### config.mk
export PLATFORM = sky130hd
export DESIGN_NAME = spram_arbiter_flat
export DESIGN_NICKNAME = d
export VERILOG_FILES = /design/src/rtl/spram_arbiter_pkg.sv /design/src/rtl/spram_arbiter_if.sv /design/src/rtl/spram_arbiter_rr_arb2.sv /design/src/rtl/spram_arbiter.sv /design/src/flat_wrapper.sv
export SDC_FILE = /design/constraint.sdc
export NUM_CORES = 1
export LEC_CHECK = 0
export BUFFER_PORTS_ARGS = -buffer_cell sky130_fd_sc_hd__buf_2
export CAP_MARGIN = 10
export CORE_MARGIN = 10
export CORE_UTILIZATION = 43
export CTS_CLUSTER_DIAMETER = 60
export DETAILED_ROUTE_END_ITERATION = 10
export PLACE_DENSITY_LB_ADDON = 0.12
export SETUP_SLACK_MARGIN = 0.4
export SYNTH_ARGS = -nofsm -noshare
export SYNTH_HDL_FRONTEND = slang
export SYNTH_SLANG_ARGS = --single-unit
### constraint.sdc
create_clock -name clk -period 1.8 [get_ports clk]
set_input_delay 0.18 -clock clk [delete_from_list [all_inputs] [get_ports clk]]
set_output_delay 0.18 -clock clk [all_outputs]
set_load 0.02 [all_outputs]
### src/rtl/spram_arbiter_pkg.sv
// spram_arbiter_pkg: shared state encodings, grant ids and SPRAM geometry for the SPRAM arbiter.
package spram_arbiter_pkg;

    typedef enum logic [1:0] {
        ST_IDLE,
        ST_ISSUE,
        ST_WAIT,
        ST_RESP
    } state_t;

    localparam logic GRANT_M0         = 1'b0;
    localparam logic GRANT_M1         = 1'b1;
    localparam int   SPRAM_WORDS      = 32768;
    localparam int   SPRAM_ADDR_OUT_W = 22;

    function automatic logic [3:0] wen_of(input logic we, input logic [3:0] sel);
        return we ? sel : 4'b0000;
    endfunction

endpackage

### src/rtl/spram_arbiter_if.sv
// spram_arbiter_if: one Wishbone-classic style master port (cyc&stb merged) into the SPRAM arbiter.
interface spram_arbiter_if #(
    parameter int ADDR_W = 15
);
    logic              cyc;
    logic              we;
    logic [3:0]        sel;
    logic [ADDR_W-1:0] adr;
    logic [31:0]       wdat;
    logic [31:0]       rdat;
    logic              ack;

    modport master (output cyc, we, sel, adr, wdat, input rdat, ack);
    modport slave  (input cyc, we, sel, adr, wdat, output rdat, ack);
endinterface

### src/rtl/spram_arbiter_rr_arb2.sv
// rr_arb2: two-way picker; a lone request wins, contention goes to m0 when fixed else to the master not served last.
module rr_arb2
    import spram_arbiter_pkg::*;
(
    input  logic [1:0] req_i,
    input  logic       last_i,
    input  logic       fixed_i,
    output logic       winner_o
);

    always_comb
        winner_o = (req_i == 2'b10) ? GRANT_M1 :
                   (req_i == 2'b11) ? (fixed_i ? GRANT_M0 : !last_i) : GRANT_M0;

endmodule

### src/rtl/spram_arbiter.sv
// spram_arbiter: serialises two masters onto one single-port SPRAM (1-cycle registered read), one access per 4 cycles.
module spram_arbiter
    import spram_arbiter_pkg::*;
#(
    parameter int ADDR_W     = $clog2(SPRAM_WORDS),
    parameter bit PRIO_FIXED = 1'b0
) (
    input  logic                        clk,
    input  logic                        resetn,
    spram_arbiter_if.slave              m0,
    spram_arbiter_if.slave              m1,
    output logic [3:0]                  spram_wen_o,
    output logic [SPRAM_ADDR_OUT_W-1:0] spram_addr_o,
    output logic [31:0]                 spram_wdata_o,
    input  logic [31:0]                 spram_rdata_i,
    output logic                        grant_o,
    output logic                        busy_o
);

    state_t            state_q;
    logic              grant_q, last_q, we_q, ack0_q, ack1_q;
    logic [3:0]        wen_q;
    logic [ADDR_W-1:0] adr_q;
    logic [31:0]       wdat_q, rdat_q;
    logic              win, we_d, own_cyc;
    logic [3:0]        sel_d;
    logic [ADDR_W-1:0] adr_d;
    logic [31:0]       wdat_d;

    rr_arb2 u_arb (
        .req_i   ({m1.cyc, m0.cyc}),
        .last_i  (last_q),
        .fixed_i (PRIO_FIXED),
        .winner_o(win)
    );

    always_comb begin
        we_d    = win ? m1.we   : m0.we;
        sel_d   = win ? m1.sel  : m0.sel;
        adr_d   = win ? m1.adr  : m0.adr;
        wdat_d  = win ? m1.wdat : m0.wdat;
        own_cyc = grant_q ? m1.cyc : m0.cyc;
    end

    always_ff @(posedge clk or negedge resetn) begin
        if (!resetn) begin
            state_q <= ST_IDLE;
            grant_q <= GRANT_M0;
            last_q  <= GRANT_M1;
            we_q    <= 1'b0;
            wen_q   <= 4'b0000;
            adr_q   <= '0;
            wdat_q  <= '0;
            rdat_q  <= '0;
            ack0_q  <= 1'b0;
            ack1_q  <= 1'b0;
        end else begin
            wen_q  <= 4'b0000;
            ack0_q <= 1'b0;
            ack1_q <= 1'b0;
            case (state_q)
                ST_IDLE: if (m0.cyc || m1.cyc) begin
                    grant_q <= win;
                    last_q  <= win;
                    we_q    <= we_d;
                    adr_q   <= adr_d;
                    wdat_q  <= wdat_d;
                    wen_q   <= wen_of(we_d, sel_d);
                    state_q <= ST_ISSUE;
                end
                ST_ISSUE: state_q <= ST_WAIT;
                ST_WAIT: begin
                    // access completes regardless; a master that dropped cyc simply gets no ack
                    if (!we_q) rdat_q <= spram_rdata_i;
                    ack0_q  <= own_cyc && (grant_q == GRANT_M0);
                    ack1_q  <= own_cyc && (grant_q == GRANT_M1);
                    state_q <= ST_RESP;
                end
                default: state_q <= ST_IDLE;
            endcase
        end
    end

    assign spram_wen_o   = wen_q;
    assign spram_addr_o  = SPRAM_ADDR_OUT_W'(adr_q);
    assign spram_wdata_o = wdat_q;
    assign grant_o       = grant_q;
    assign busy_o        = state_q != ST_IDLE;
    assign m0.rdat       = rdat_q;
    assign m1.rdat       = rdat_q;
    assign m0.ack        = ack0_q;
    assign m1.ack        = ack1_q;

endmodule

### src/flat_wrapper.sv
// flat-port wrapper written by rule: the top's interface ports become plain ports
module spram_arbiter_flat import spram_arbiter_pkg::*;
#(
    parameter int ADDR_W     = $clog2(SPRAM_WORDS),
    parameter bit PRIO_FIXED = 1'b0
)
  (clk, resetn, spram_wen_o, spram_addr_o, spram_wdata_o, spram_rdata_i, grant_o, busy_o, m0_cyc, m0_we, m0_sel, m0_adr, m0_wdat, m0_rdat, m0_ack, m1_cyc, m1_we, m1_sel, m1_adr, m1_wdat, m1_rdat, m1_ack);
  spram_arbiter_if #(.ADDR_W(ADDR_W)) m0_i ();
  spram_arbiter_if #(.ADDR_W(ADDR_W)) m1_i ();
  input  logic clk;
  input  logic resetn;
  output logic [3:0] spram_wen_o;
  output logic [SPRAM_ADDR_OUT_W-1:0] spram_addr_o;
  output logic [31:0] spram_wdata_o;
  input  logic [31:0] spram_rdata_i;
  output logic grant_o;
  output logic busy_o;
  input wire logic [$bits(m0_i.cyc)-1:0] m0_cyc;
  input wire logic [$bits(m0_i.we)-1:0] m0_we;
  input wire logic [$bits(m0_i.sel)-1:0] m0_sel;
  input wire logic [$bits(m0_i.adr)-1:0] m0_adr;
  input wire logic [$bits(m0_i.wdat)-1:0] m0_wdat;
  output wire logic [$bits(m0_i.rdat)-1:0] m0_rdat;
  output wire logic [$bits(m0_i.ack)-1:0] m0_ack;
  input wire logic [$bits(m1_i.cyc)-1:0] m1_cyc;
  input wire logic [$bits(m1_i.we)-1:0] m1_we;
  input wire logic [$bits(m1_i.sel)-1:0] m1_sel;
  input wire logic [$bits(m1_i.adr)-1:0] m1_adr;
  input wire logic [$bits(m1_i.wdat)-1:0] m1_wdat;
  output wire logic [$bits(m1_i.rdat)-1:0] m1_rdat;
  output wire logic [$bits(m1_i.ack)-1:0] m1_ack;
  assign m0_i.cyc = m0_cyc;
  assign m0_i.we = m0_we;
  assign m0_i.sel = m0_sel;
  assign m0_i.adr = m0_adr;
  assign m0_i.wdat = m0_wdat;
  assign m0_rdat = m0_i.rdat;
  assign m0_ack = m0_i.ack;
  assign m1_i.cyc = m1_cyc;
  assign m1_i.we = m1_we;
  assign m1_i.sel = m1_sel;
  assign m1_i.adr = m1_adr;
  assign m1_i.wdat = m1_wdat;
  assign m1_rdat = m1_i.rdat;
  assign m1_ack = m1_i.ack;
  spram_arbiter #(.ADDR_W(ADDR_W), .PRIO_FIXED(PRIO_FIXED)) u_core (.clk(clk), .resetn(resetn), .m0(m0_i), .m1(m1_i), .spram_wen_o(spram_wen_o), .spram_addr_o(spram_addr_o), .spram_wdata_o(spram_wdata_o), .spram_rdata_i(spram_rdata_i), .grant_o(grant_o), .busy_o(busy_o));
endmodule
==> run metrics <==
crit path DAT between 1.5 and 2 ns; Synth async-reset ratio between 90% and 100%; final hold violation count 0; synth warn 0; overall routing resource usage 19.8%; leading area contributor after synthesis dfrtp_1; maximum number of pins on one net before global-route repair 39; Worst Hold Class primary input to register; hpwl dp 11,100 um; net switching power 5.18 mW; initial antenna violation count 2; area of the multi-input gates 1510 um^2; DRT Pass-1 Iters 4; CTS tree done; VDD IR-drop max 0.884 mV; DR iter-0 viols 168; CP startpoint kind register; post-layout min period 1.52 ns; synth-to-layout area growth 39.0%; Max Slew Vio Count 0; Slew Limit Headroom between 60% and 70%; GP Congestion 0.787; Post-route DRC 0; vias in the first global route 4,107; io pins 266; die area ~14,000 um^2; top-count cell post-synth a21oi_1; Via density 4.84; ratio of cells with drive above 1 in the final layout 51.8%; fin crit share between 80% and 90%; Pwr Density 1980 nW/um^2; Synth Flop Type dfrtp_1; register area 2250 um^2; max-cap violations 0; switch share 45.3%; Syn Area/Cell 9.95 um^2; most crowded layer after global routing met2; first-pass GRT wire length 22,500 um; design area 5780 um^2; worst slew pin tran 0.516 ns; Logic pwr share a little under three fifths; fmax ~0.66 GHz; clock buffer depth 2; met1 usage a little over a fifth; post-DR wirelength/cell 18.8 um; dpl cells roughly 760; die height 118 um; worst path required time 2.04 ns; row cnt 35; Cell Area, Placed 5330 um^2; Reg power frac a little under a third; Initial Utilization 44.6%; PortBufs 258; fin util approximately 62%; total global routing overflow 0; GR Util met2 34.1%; Nets 791; EDFF count, synth 0; Internal 6.25 mW; met3 Usage GRT 7.71%; Synth Cell Area 4160 um^2; antenna-violating nets left 0; status finished, final reports clean; Clock Latency Late Sink 0.36 ns; Core Box Area 9330 um^2; crit path kind register to register; TNS Setup 0 ns; Final setup viols 0; post-route insts no fill 785; WL final 14,700 um; Post-synth top cells a21oi_1, dfrtp_1, nand2_1; Worst Path Max Fanout 16; post-synth cell types 24; die width ~120 um; vias 3,801; Synth Register Bits 90; cells after synthesis 418; clk_skew 0.0142 ns; clk sinks 90; share of the synthesized area in the top cell type 53.5%; Pleak a little under 3 nW; root buffer cell clkbuf_8; clock power share 12.2%; Final Total Pwr 11.4 mW; crit end category register; largest cells by area after synthesis dfrtp_1, a21oi_1, mux2_2; Max H-tree Level 3; RSZ-0062 raised after global routing true; clk slew on worst S/H paths 0.09 ns; sequential share of the synthesized area 54.2%; CTS buffer count 9; Fillers 811
critical path, stage by stage (launching register included):
cell       delay, ns
dfrtp_1         0.38
inv_2           0.11
ha_4            0.16
nor2b_4         0.22
clkbuf_16       0.22
mux2_2          0.34
worst paths after layout:
check | slack (ns) | depth (start not counted) | start | endpoint
hold / removal | 0.03 | 3 | m0_wdat[0] | u_core.spram_wdata_o[0]$_DFFE_PN0P_
setup reg to reg | 0.28 | 5 | u_core.state_q[0]$_DFFE_PN0P_ | u_core.m0.rdat[23]$_DFFE_PN0P_
setup / recovery | 0.28 | 5 | u_core.state_q[0]$_DFFE_PN0P_ | u_core.m0.rdat[23]$_DFFE_PN0P_
max in group asynchronous | 0.84 | 3 | resetn | u_core.m0.rdat[8]$_DFFE_PN0P_
min in group asynchronous | 0.32 | 2 | resetn | u_core.m0.rdat[6]$_DFFE_PN0P_
hold reg to reg | 0.48 | 1 | u_core.grant_o$_DFFE_PN0P_ | u_core.m0.ack$_DFF_PN0_
cell usage in the layout, fill, tap and decap left out, types with 3 or more instances in the layout:
master | netlist | routed
nor2_1 | 50 | 50
dfrtp_1 | 89 | 89
mux2_2 | 31 | 31
clkbuf_8 | 0 | 10
conb_1 | 1 | 7
buf_12 | 0 | 5
a21oi_2 | 4 | 5
buf_4 | 45 | 11
inv_1 | 4 | 3
a21oi_1 | 95 | 94
nand2_1 | 62 | 62
clkbuf_16 | 0 | 5
buf_2 | 11 | 256
power groups by stage:
stage | clock network (mW) | registers (mW) | logic (mW)
final | 1.40 | 3.61 | 6.42
after global routing | 1.52 | 3.76 | 6.93
after CTS | 1.44 | 3.61 | 6.17
after detailed placement | 0 | 3.65 | 5.98
after global placement | 0 | 3.61 | 5.87
after floorplan | 0 | 4.79 | 3.16
state kept, by name (all words and copies together), names as in the netlist:
register and flops:
u_core.m1.ack 1, u_core.spram_wen_o 4, u_core.grant_o 1, u_core.spram_wdata_o 32, u_core.we_q 1, u_core.state_q 2, u_core.m0.ack 1, u_core.adr_q 15
u_core.last_q 1, u_core.m0.rdat 32
repair_timing:
item                       in CTS  in global routing
buffers inserted                2                  0
hold endpoints to repair       35                  0
gates resized for setup         9                  7
gates cloned                    1                  5
pin swaps                       1                  0
hold buffers                    1                  0
setup endpoints to repair      86                 84
logic make-up (layout without fill, tap and decap cells):
family / count (synthesis) / after routing / share of synthesized area, %
compound gates: 107 / 107 / 14.0
fa+ha+maj: 2 / 2 / 0.601
buf+inv: 70 / 300 / 11.6
flops: 90 / 90 / 54.2
mux: 33 / 33 / 8.93
other cells: 1 / 9 / 0.0901
simple gates: 115 / 115 / 10.6
layout make-up:
| type | instances | area share [%] |
|---|---|---|
| repair buffers | 280 | 28.4 |
| clock buffers | 12 | 2.51 |
| clock inverters | 4 | 0.887 |
| well taps | 129 | 2.79 |
| diodes | 2 | 0.0866 |
| inverters | 4 | 0.260 |
| multi-input cells | 264 | 26.1 |
| flip-flops and latches | 90 | 39.0 |
per-layer routing:
metal,routed length [um],share of wire [%]
met4,300,2.0
met1,5630,38
met2,7490,51
met5,0,0
met3,1320,9.0
through the flow:
step	worst slack [ns]	hold WS (ns)
floorplan	0.386	-0.116
global placement	0.329	0.182
detailed placement	0.279	0.192
CTS	0.274	0.0185
global route	0.225	0.0202
finish	0.277	0.0336
(Power assumes the default switching activity.)
